**config.mk**
```make
export PLATFORM = sky130hd
export DESIGN_NAME = fu_issue_arbiter_flat
export DESIGN_NICKNAME = d
export VERILOG_FILES = /design/src/rtl/fu_issue_arbiter_if.sv /design/src/rtl/fu_issue_arbiter.sv /design/src/flat_wrapper.sv
export SDC_FILE = /design/constraint.sdc
export NUM_CORES = 1
export LEC_CHECK = 0
export BUFFER_PORTS_ARGS = -buffer_cell sky130_fd_sc_hd__buf_2
export CAP_MARGIN = 15
export CORE_MARGIN = 5
export CORE_UTILIZATION = 45
export DETAILED_ROUTE_END_ITERATION = 16
export PLACE_DENSITY = 0.95
export SLEW_MARGIN = 20
export SYNTH_ARGS = -nofsm -noshare
export SYNTH_HDL_FRONTEND = slang
export SYNTH_SLANG_ARGS = --single-unit
```
**constraint.sdc**
```tcl
create_clock -name clk -period 3.8 [get_ports clk]
set_clock_uncertainty 0.1 [all_clocks]
set_input_delay 0.19 -clock clk [delete_from_list [all_inputs] [get_ports clk]]
set_output_delay 0.19 -clock clk [all_outputs]
set_load 0.02 [all_outputs]
```
**src/rtl/fu_issue_arbiter_if.sv**
```systemverilog
// Issue-queue to FU handshake bundle: per-entry requests in, one-hot grant and
// the registered FU op out.
interface fu_issue_arbiter_if #(
    parameter int unsigned N_REQ = 8,
    parameter int unsigned N_SRC = 2,
    parameter int unsigned TAG_W = 6
);
    localparam int unsigned IDX_W = $clog2(N_REQ);

    logic [N_REQ-1:0]       req_valid;
    logic [N_REQ*N_SRC-1:0] req_src_rdy;
    logic [N_REQ*TAG_W-1:0] req_tag;
    logic [N_REQ-1:0]       grant;
    logic                   fu_valid;
    logic                   fu_ready;
    logic [TAG_W-1:0]       fu_tag;
    logic [IDX_W-1:0]       fu_idx;

    // master: issue queue and FU side; slave: the arbiter
    modport master (
        output req_valid, req_src_rdy, req_tag, fu_ready,
        input  grant, fu_valid, fu_tag, fu_idx
    );

    modport slave (
        input  req_valid, req_src_rdy, req_tag, fu_ready,
        output grant, fu_valid, fu_tag, fu_idx
    );
endinterface

```
**src/rtl/fu_issue_arbiter.sv**
```systemverilog
// Round-robin selection of one ready issue-queue entry per cycle into a one-deep
// output register feeding the FU over a valid/ready handshake.
module fu_issue_arbiter #(
    parameter int unsigned N_REQ = 8,
    parameter int unsigned N_SRC = 2,
    parameter int unsigned TAG_W = 6
) (
    input logic              clk,
    input logic              rst,
    input logic              flush,
    fu_issue_arbiter_if.slave bus
);
    localparam int unsigned IDX_W = $clog2(N_REQ);

    typedef enum logic [0:0] {StEmpty, StFull} state_e;

    state_e           state_q;
    logic [TAG_W-1:0] tag_q;
    logic [IDX_W-1:0] idx_q;
    logic [IDX_W-1:0] ptr_q;

    logic [N_REQ-1:0] eligible;
    logic [N_REQ-1:0] elig_hi;
    logic [IDX_W-1:0] win_hi;
    logic [IDX_W-1:0] win_all;
    logic [IDX_W-1:0] winner;
    logic [IDX_W-1:0] ptr_next;
    logic             fu_valid;
    logic             load_en;

    always_comb begin
        eligible = '0;
        elig_hi  = '0;
        for (int i = 0; i < int'(N_REQ); i++) begin
            eligible[i] = bus.req_valid[i] & (&bus.req_src_rdy[i*N_SRC +: N_SRC]);
            elig_hi[i]  = eligible[i] & (IDX_W'(i) >= ptr_q);
        end
    end

    // Wrapping scan: lowest eligible index at or above ptr, else lowest overall.
    always_comb begin
        win_hi  = '0;
        win_all = '0;
        for (int i = int'(N_REQ) - 1; i >= 0; i--) begin
            if (elig_hi[i]) begin
                win_hi = IDX_W'(i);
            end
            if (eligible[i]) begin
                win_all = IDX_W'(i);
            end
        end
        winner = (|elig_hi) ? win_hi : win_all;
    end

    assign fu_valid = (state_q == StFull);
    assign load_en  = !rst && !flush && (!fu_valid || bus.fu_ready) && (|eligible);
    assign ptr_next = (winner == IDX_W'(N_REQ - 1)) ? '0 : winner + 1'b1;

    always_comb begin
        bus.grant = '0;
        if (load_en) begin
            bus.grant[winner] = 1'b1;
        end
    end

    always_ff @(posedge clk) begin
        if (rst) begin
            state_q <= StEmpty;
            tag_q   <= '0;
            idx_q   <= '0;
            ptr_q   <= '0;
        end else if (flush) begin
            state_q <= StEmpty;
        end else begin
            case (state_q)
                StEmpty: begin
                    if (load_en) begin
                        state_q <= StFull;
                    end
                end
                StFull: begin
                    if (bus.fu_ready && !load_en) begin
                        state_q <= StEmpty;
                    end
                end
                default: state_q <= StEmpty;
            endcase
            if (load_en) begin
                tag_q <= bus.req_tag[32'(winner)*TAG_W +: TAG_W];
                idx_q <= winner;
                ptr_q <= ptr_next;
            end
        end
    end

    assign bus.fu_valid = fu_valid;
    assign bus.fu_tag   = tag_q;
    assign bus.fu_idx   = idx_q;
endmodule
```
**src/flat_wrapper.sv**
```systemverilog
// flat-port wrapper written by rule: the top's interface ports become plain ports
module fu_issue_arbiter_flat 
#(
    parameter int unsigned N_REQ = 8,
    parameter int unsigned N_SRC = 2,
    parameter int unsigned TAG_W = 6
)
  (clk, rst, flush, bus_req_valid, bus_req_src_rdy, bus_req_tag, bus_fu_ready, bus_grant, bus_fu_valid, bus_fu_tag, bus_fu_idx);
  fu_issue_arbiter_if #(.N_REQ(N_REQ), .N_SRC(N_SRC), .TAG_W(TAG_W)) bus_i ();
  input logic clk;
  input logic rst;
  input logic flush;
  input wire logic [$bits(bus_i.req_valid)-1:0] bus_req_valid;
  input wire logic [$bits(bus_i.req_src_rdy)-1:0] bus_req_src_rdy;
  input wire logic [$bits(bus_i.req_tag)-1:0] bus_req_tag;
  input wire logic [$bits(bus_i.fu_ready)-1:0] bus_fu_ready;
  output wire logic [$bits(bus_i.grant)-1:0] bus_grant;
  output wire logic [$bits(bus_i.fu_valid)-1:0] bus_fu_valid;
  output wire logic [$bits(bus_i.fu_tag)-1:0] bus_fu_tag;
  output wire logic [$bits(bus_i.fu_idx)-1:0] bus_fu_idx;
  assign bus_i.req_valid = bus_req_valid;
  assign bus_i.req_src_rdy = bus_req_src_rdy;
  assign bus_i.req_tag = bus_req_tag;
  assign bus_i.fu_ready = bus_fu_ready;
  assign bus_grant = bus_i.grant;
  assign bus_fu_valid = bus_i.fu_valid;
  assign bus_fu_tag = bus_i.fu_tag;
  assign bus_fu_idx = bus_i.fu_idx;
  fu_issue_arbiter #(.N_REQ(N_REQ), .N_SRC(N_SRC), .TAG_W(TAG_W)) u_core (.clk(clk), .rst(rst), .flush(flush), .bus(bus_i));
endmodule
```
[Word-level counts from Yosys, hierarchy flattened]
Cells that the tools add are included.
Storage, ports and cells
  word-level logic and storage cells: 82
  register bits: 13
  input bits: 76
Operators by class
  multiply operators: 1
  shift operators: 1
  eq/ne operators: 1
  order comparisons: 10
  reduce and logical (&&, ||, !) cells: 22
  bitwise gates (word level): 18
  add/subtract/negate cells: 1
  mux-type cells: 24
Operators with widths (number)
  two-way mux 3 bit: 18
  variable part select 48 x 7 -> 6 bit: 1
  AND reduction 2 bit: 9
  bitwise AND 1 bit: 16
  OR reduction 8 bit: 2
  >= comparator 3 bit (first input constant): 4
  two-way mux 8 bit: 1
  >= comparator 1 x 3 -> 1 bit (first input constant): 2
  >= comparator 2 x 3 -> 1 bit (first input constant): 2
  logical AND 1 bit: 5
  multiplier 3 x 2 -> 5 bit (second input constant): 1
  logical NOT 1 bit: 4
  < comparator 3 x 4 -> 1 bit (second input constant): 1
  adder 3 x 1 -> 3 bit (second input constant): 1
  demux 1 bit (select 3 bit): 1
  == test 3 bit (second input constant): 1
  >= comparator 3 x 1 -> 1 bit (second input constant): 1
  two-way mux 1 bit: 3
  inverter 1 bit: 2
  case mux 1 bit (2 select lines): 1
  OR reduction 2 bit: 1
  logical OR 1 bit: 1

[Logic depth before layout (Yosys ltp)]
Gate-level depths: netlist of the first run.
  depth after elaboration: 17
  depth in mapped cells: 10
  mapped depth without buffers: 8

[Least setup slack after synthesis of the first run]
No wires, ideal clock.
  path type: reg-to-output
  from: register u_core.ptr_q[2]
  to: output bus_grant[2]
  data arrival time: 2.235 ns
  stages on the path, launching flop included: 10
  buffers on the path: 2
  required time: 3.510 ns
  path slack: 1.275 ns
  cells stage by stage: dfxtp_1 > buf_6 > or3_1 > o32ai_2 > nor2_1 > nand3_1 > o22ai_2 > buf_6 > nand2b_1 > nor3_1
Between the ends
  cells in the longest elaborated chain, start to end: 16
  elaborated cells on any way between the ends: 32
  classes of those cells: order compare: 10; mux: 12; bitwise: 8; reduce/logical: 2
Ends and longest elaborated chain
  start: declaration: line fu_issue_arbiter.sv:20  | logic [IDX_W-1:0] ptr_q;
  start signal: assignment: line fu_issue_arbiter.sv:91  | ptr_q <= ptr_next;
  >= comparator 3 bit: line fu_issue_arbiter.sv:36  | elig_hi[i] = eligible[i] & (IDX_W'(i) >= ptr_q);
  bitwise AND 1 bit: line fu_issue_arbiter.sv:36
  two-way mux 3 bit (8 in a row): line fu_issue_arbiter.sv:45  | if (elig_hi[i]) begin
  two-way mux 3 bit *: line fu_issue_arbiter.sv:52  | winner = (|elig_hi) ? win_hi : win_all;
  named net u_core.winner[0]: line fu_issue_arbiter.sv:26  | logic [IDX_W-1:0] winner;
  < comparator 3 x 4 -> 1 bit (not written as such) / >= comparator 3 x 1 -> 1 bit (equally long branches): line fu_issue_arbiter.sv:62  | bus.grant[winner] = 1'b1;
  logical AND 1 bit (not written as such): line fu_issue_arbiter.sv:62
  two-way mux 1 bit (not written as such): line fu_issue_arbiter.sv:62
  demux 1 bit (select 3 bit) *
  two-way mux 8 bit *: line fu_issue_arbiter.sv:61  | if (load_en) begin
  end: declaration: line flat_wrapper.sv:17  | output wire logic [$bits(bus_i.grant)-1:0] bus_grant;
The timed path passes the listed nets; every way through them passes the cells marked *.

[Final worst setup path of the first run]
  from: register u_core.ptr_q[2]
  to: output bus_grant[2]
Between the ends
  cells in the longest elaborated chain, start to end: 16
  elaborated cells on any way between the ends: 32
  classes of those cells: order compare: 10; mux: 12; bitwise: 8; reduce/logical: 2
Ends and longest elaborated chain (line)
  >= comparator 3 bit: fu_issue_arbiter.sv:36
  bitwise AND 1 bit: fu_issue_arbiter.sv:36
  two-way mux 3 bit (8 in a row): fu_issue_arbiter.sv:45
  two-way mux 3 bit *: fu_issue_arbiter.sv:52
  < comparator 3 x 4 -> 1 bit (not written as such) / >= comparator 3 x 1 -> 1 bit (equally long branches): fu_issue_arbiter.sv:62
  logical AND 1 bit (not written as such): fu_issue_arbiter.sv:62
  two-way mux 1 bit (not written as such): fu_issue_arbiter.sv:62
  demux 1 bit (select 3 bit) *
  two-way mux 8 bit *: fu_issue_arbiter.sv:61
Every way passes the cells marked *; elsewhere a longest branch is shown, timed or not.

==> impl_metrics.json, run 1 <==
{
  "dp_worst_setup_slack_ps": 1180,
  "coreArea_sq_mm": 0.00298,
  "final_cells": 279,
  "nets": 324,
  "dp_hpwl_mm": 3.41,
  "critPathTopFamily": "simple AND/OR/NAND/NOR gates",
  "num-fill-cells": 255,
  "crit_buf_inv": 2,
  "crit_fanout": 17,
  "slowest_delay_ps": 430,
  "clock_tree.root_cell": "clkbuf_4",
  "drv_slew": 0,
  "required_ps": 3510,
  "drt_iter0_drc": 102,
  "synth_largest_area_cell": "dfxtp_1",
  "ys_seq_area_share_pct": 19.2,
  "syn_area_sq_mm": 0.00136,
  "synth_warnings": 0,
  "synth_area_leaders": "dfxtp_1 (19%), mux2_2 (7.5%), nor2_1 (6.1%)",
  "dp_cells": 274,
  "arrival_ps": 2520,
  "crit_path_end_kind": "output pin",
  "drt_first_pass_iters": 5,
  "fp-row-count": 20,
  "synth_edf_count": 0,
  "htree_levels": 1,
  "drive_above_1_share_pct": 53.3,
  "r2r_cells": 7,
  "io_buffer_count": 93,
  "dominantRegCellSynth": "dfxtp_1",
  "gp_congestion": 0.859,
  "cts_hold_buffers": 1,
  "cts_buffer_depth": 2,
  "hold_ws_ps": 161,
  "grt-ovfl-total": 0,
  "syn_inst": 154,
  "period_share_pct": 73.9,
  "synth_cell_types": 55,
  "antenna_found_initial": 0,
  "stdcell_area_sq_mm": 0.00186,
  "grt_first_pass_wirelength_mm": 6.66,
  "area_growth_pct": 37.1,
  "ir_drop_uv": 180,
  "antenna_cells": 0,
  "postCtsSetupBuffers": 0,
  "netlist.area_leader.share_pct": 19.2,
  "track_usage_pct": 19.6,
  "placed_area_sq_mm": 0.00182,
  "finalSetupTns_ps": 0,
  "max_freq_ghz": 0.356,
  "grt_max_degree": 23,
  "grt_pass1_vias": 1533,
  "finalSetupViolations": 0,
  "power_density_mw_per_mm2": 288,
  "post-route-drc-count": 0,
  "maxSlewHeadroom_pct": 70.5,
  "status": "completed",
  "worstMarginPinSlew_ps": 442,
  "crit_chain": "or3_1, o32ai_2, nor2_1, nand3_1, o22ai_2, buf_4, nand2b_1, nor3_1, buf_2",
  "async_flop_share_pct": 0,
  "detail-route-antenna-nets": 0,
  "ys_seq_elements": 13,
  "cp-start-kind": "flip-flop",
  "finalHoldViolCount": 0,
  "insertion_delay_ps": 280,
  "synth.most_common_cell": "nor2_1",
  "r2r-end": "u_core.bus.fu_tag[4]$_SDFFE_PP0P_",
  "viasPerCell": 5.77,
  "crit_path_top_delay_cell": "or3_1",
  "io_pins": 94,
  "worstSetupStartpoint": "u_core.ptr_q[2]$_SDFFE_PP0P_",
  "wl_per_cell_microns": 15.1,
  "min_path_type": "input pin to flip-flop",
  "clk_pin_slew_ps": 80,
  "initial_core_util_pct": 45.5,
  "cts_made_buffers": 3,
  "ctsResizeCount": 0,
  "setup_ws_ps": 992,
  "worstReg2RegStart": "u_core.ptr_q[1]$_SDFFE_PP0P_",
  "num_vias": 1610,
  "drt_wl_total_mm": 4.20,
  "dieWidth_microns": 64.9,
  "die_h_microns": 64.9,
  "p_leak_nw": 0.867,
  "cp-endpoint": "bus_grant[2]",
  "maxCapViolations": 0,
  "cts_sinks": 13,
  "min_period_ps": 2810,
  "syn_avg_cell_area_sq_um": 8.81,
  "synth_common_cells": "nor2_1 (22), dfxtp_1 (13), nand2_1 (13), mux2_2 (9), mux2i_1 (8)",
  "rsz0062_at_grt": "false",
  "r2r_slack_ps": 1190,
  "cts_tree": "done",
  "syn-num-nets": 231,
  "dieArea_sq_mm": 0.00421,
  "worst-setup-path-type": "flip-flop to output pin",
  "cp.depth": 9
}
-- cell type report --
cell class,count,area (sq um),area share (%)
multi-input combinational,129,1030,55.2
inverter,4,15.0,0.808
timing repair buffer,96,490,26.4
tap,33,41.3,2.22
clock buffer,4,26.3,1.41
sequential,13,260,14.0
-- worst reg2reg max path, delay by kind of cell (launching register included) --
kind	cells	cell delay, ps
simple gates	1	340
compound gates	5	1300
mux	1	290
flops	1	510
-- per-stage QoR --
| step | total power [mW] | util (%) |
|---|---|---|
| 6_report | 0.535 | 62.4 |
| 5_1_grt | 0.573 | 62.4 |
| 4_1_cts | 0.535 | 62.4 |
| 3_5_place_dp | 0.447 | 61.2 |
| 3_3_place_gp | 0.440 | 61.2 |
| 2_1_floorplan | 0.365 | - |
-- placed cells by master, fill, tap and decap left out, drive strengths merged, types with 2 or more instances in the layout --
cell    instances
a211oi          4
a221oi          3
a222oi          6
a22oi           2
a311oi          6
a31oi           2
and2            2
and3            4
buf            95
clkbuf          4
dfxtp          13
inv             4
mux2           12
mux2i           8
nand2          13
nand2b          2
nand3           7
nor2           24
nor3            6
o21ai           5
o22ai           3
-- cells by family (layout without fill, tap and decap cells) --
family / count (synthesis) / after routing / synth area share (%)
AOI/OAI and AO/OA: 42 / 42 / 29.2
xor gates and xnor gates: 1 / 1 / 0.646
adders and majority gates: 1 / 1 / 0.922
buffers and inverters: 12 / 104 / 5.63
DFF: 13 / 13 / 19.2
muxes: 20 / 20 / 15.9
and+or+nand+nor: 65 / 65 / 28.5
-- state kept, by name, indices dropped and copies added (netlist names) --
signal               cells
u_core.bus.fu_tag        6
u_core.bus.fu_idx        3
u_core.ptr_q             3
u_core.bus.fu_valid      1
-- power by group --
group / total [mW] / switching, mW / internal [mW]
clock network: 0.0870 / 0.0463 / 0.0407
logic: 0.290 / 0.156 / 0.134
registers: 0.158 / 0.0102 / 0.147
total: 0.535 / 0.212 / 0.322
-- worst min path at each step --
stage | startpoint | end | slack, ps | cells past startpoint
final | rst | u_core.bus.fu_idx[2]$_SDFFE_PP0P_ | 160 | 2
after global routing | rst | u_core.bus.fu_idx[2]$_SDFFE_PP0P_ | 170 | 2
after CTS | rst | u_core.bus.fu_idx[2]$_SDFFE_PP0P_ | 160 | 2
after detailed placement | flush | u_core.bus.fu_valid$_SDFF_PP0_ | 290 | 2
after global placement | flush | u_core.bus.fu_valid$_SDFF_PP0_ | 290 | 2
after floorplan | rst | u_core.bus.fu_tag[5]$_SDFFE_PP0P_ | 160 | 1
-- per-layer routing --
layer,GRT usage (%),vias to the layer above,wire (microns)
met5,0,-,0
met4,5.54,0,38
met3,5.89,6,424
met2,33.8,85,2090
met1,23.3,732,1650
li1,-,787,-
Power figures use the tool's default switching activity.
==> run 2, diff against run 1 <==
CORE_UTILIZATION = 42   (was 45)
PLACE_DENSITY = 0.9   (was 0.95)
clock period = 2.7 ns   (was 3.8 ns; I/O delays follow)
==> run 2 against run 1 <==
Hold slack got worse by 57 ps. Combinational power increased by 51%. Global-route usage increased by 0.63 points. Clock-buffer cell count decreased by 1. Sequential share of layout area decreased by 0.41 points. Worst setup slack got worse by 860 ps. Sequential cell count unchanged. Sequential power increased by 41%. Largest cell class unchanged. Highest routed layer unchanged.
==> impl_metrics.json, run 2 (synthesis gave the netlist of run 1 again) <==
{
  "status": "completed",
  "drt_iter0_drc": 78,
  "cts_tree": "done",
  "wl_per_cell_microns": 15.3,
  "crit_fanout": 9,
  "track_usage_pct": 20.3,
  "maxSlewHeadroom_pct": 70.5,
  "viasPerCell": 5.60,
  "finalHoldViolCount": 0,
  "final_common_cell": "buf_2",
  "p_leak_nw": 0.890,
  "antenna_cells": 0,
  "worst-setup-path-type": "flip-flop to output pin",
  "min_period_ps": 2570,
  "ir_drop_uv": 192,
  "dieArea_sq_mm": 0.00447,
  "min_path_type": "input pin to flip-flop",
  "met1_usage_pct": 23.3,
  "arrival_ps": 2340,
  "crit_chain": "or3_1, o32ai_4, nor2_1, nand3_1, o22ai_4, nand2b_2, nor3_1, buf_2",
  "maxCapViolations": 0,
  "drive_above_1_share_pct": 55.4,
  "grt-ovfl-total": 0,
  "finalSetupTns_ps": 0,
  "drt_first_pass_iters": 6,
  "htree_levels": 1,
  "worstReg2RegStart": "u_core.ptr_q[2]$_SDFFE_PP0P_",
  "min_to": "u_core.bus.fu_idx[2]$_SDFFE_PP0P_",
  "crit_path_top_delay_cell": "or3_1",
  "r2r-end": "u_core.bus.fu_tag[4]$_SDFFE_PP0P_",
  "grt_max_degree": 23,
  "dp_cells": 288,
  "r2r_cells": 7,
  "cp-start-kind": "flip-flop",
  "cts_sinks": 13,
  "dp_worst_setup_slack_ps": 120,
  "max_freq_ghz": 0.389,
  "grt_pass1_vias": 1639,
  "hold_ws_ps": 104,
  "grt_busiest_layer": "met2",
  "final_cells": 293,
  "r2r_slack_ps": 180,
  "detail-route-antenna-nets": 0,
  "worstHoldStart": "rst",
  "met2_usage_pct": 36.8,
  "die_h_microns": 66.8,
  "required_ps": 2470,
  "slowest_delay_ps": 460,
  "crit_path_end_kind": "output pin",
  "cts_made_buffers": 3,
  "worstMarginPinSlew_ps": 439,
  "grtUsageMet3_pct": 2.87,
  "area_growth_pct": 42.5,
  "antenna_found_initial": 0,
  "critPathTopFamily": "simple AND/OR/NAND/NOR gates",
  "gp_congestion": 0.846,
  "clk_pin_slew_ps": 90,
  "power_mw": 0.788,
  "power_density_mw_per_mm2": 408,
  "post-route-drc-count": 0,
  "dp_hpwl_mm": 3.73,
  "layout_common_cells": "buf_2 (93), nor2_1 (22), nand2_1 (13), dfxtp_1 (11), mux2_2 (9)",
  "finalSetupViolations": 0,
  "coreArea_sq_mm": 0.00308,
  "setup_ws_ps": 128,
  "holdPathStages": 2,
  "insertion_delay_ps": 290,
  "rsz0062_at_grt": "false",
  "dieWidth_microns": 66.8,
  "fp-row-count": 20,
  "io_pins": 94,
  "period_share_pct": 95.3,
  "crit_buf_inv": 1,
  "drt_wl_total_mm": 4.48,
  "initial_core_util_pct": 44.1,
  "nets": 327,
  "postCtsSetupBuffers": 0,
  "cts_buffer_depth": 2,
  "drv_slew": 0,
  "clock_tree.root_cell": "clkbuf_4",
  "largest_reg_flops": 6,
  "io_buffer_count": 93,
  "grt_first_pass_wirelength_mm": 7.00,
  "num_vias": 1640
}
run 2: cell types whose count changed in the layout (fill, tap and decap cells not counted), sizes merged:
cell    change
clkbuf      -1
buf         +3
clkinv      +1
run 2: worst max path at each step:
stage,start,end,slack (ps),depth (start not counted)
floorplan,u_core.ptr_q[2]$_SDFFE_PP0P_,bus_grant[2],230,9
global placement,bus_req_valid[4],u_core.bus.fu_tag[4]$_SDFFE_PP0P_,180,9
detailed placement,u_core.ptr_q[2]$_SDFFE_PP0P_,u_core.bus.fu_tag[4]$_SDFFE_PP0P_,120,7
CTS,u_core.ptr_q[2]$_SDFFE_PP0P_,bus_grant[2],40,8
global route,u_core.ptr_q[1]$_SDFFE_PP0P_,bus_grant[3],1,8
finish,u_core.ptr_q[2]$_SDFFE_PP0P_,bus_grant[2],130,8
run 2: what timing repair did:
| action | CTS | global route |
|---|---|---|
| setup endpoints to repair | 1 | 9 |
| hold buffers | 1 | 0 |
| gates resized for setup | 1 | 4 |
| pin swaps | 0 | 0 |
| hold endpoints to repair | 1 | 0 |
run 2: report_power, final:
part,internal (mW),leakage (nW),switching [mW],total [mW]
Combinational,0.206,0.765,0.233,0.439
Clock,0.0552,0.0177,0.0714,0.127
Sequential,0.208,0.107,0.0147,0.223
Total,0.469,0.890,0.319,0.788
run 2: worst reg2reg max path: cells and delay by family, from the launching register on:
kind,cells,cell delay (ps)
AOI/OAI and AO/OA,5,1270
DFF,1,440
and+or+nand+nor,1,330
muxes,1,300
run 2: layout make-up:
class	instances	area, sq um
timing repair buffer	99	526
tap	44	55.1
clock buffer	3	22.5
multi-input combinational	129	1050
clock inverter	1	5.00
sequential	13	263
inverter	4	15.0
fill	269	1140
run 2: through the flow:
| stage | util, % | cell area, sq um |
|---|---|---|
| detailed placement | 60.8 | 1870 |
| CTS | 62.3 | 1920 |
| finish | 62.8 | 1930 |
| global placement | 60.8 | 1870 |
| global route | 62.8 | 1930 |
| floorplan | - | 1360 |
run 2: routing by layer:
metal | up-vias | routed length (microns)
met3 | 9 | 424
li1 | 791 | -
met2 | 95 | 2230
met5 | - | 0
met4 | 0 | 97
met1 | 745 | 1730
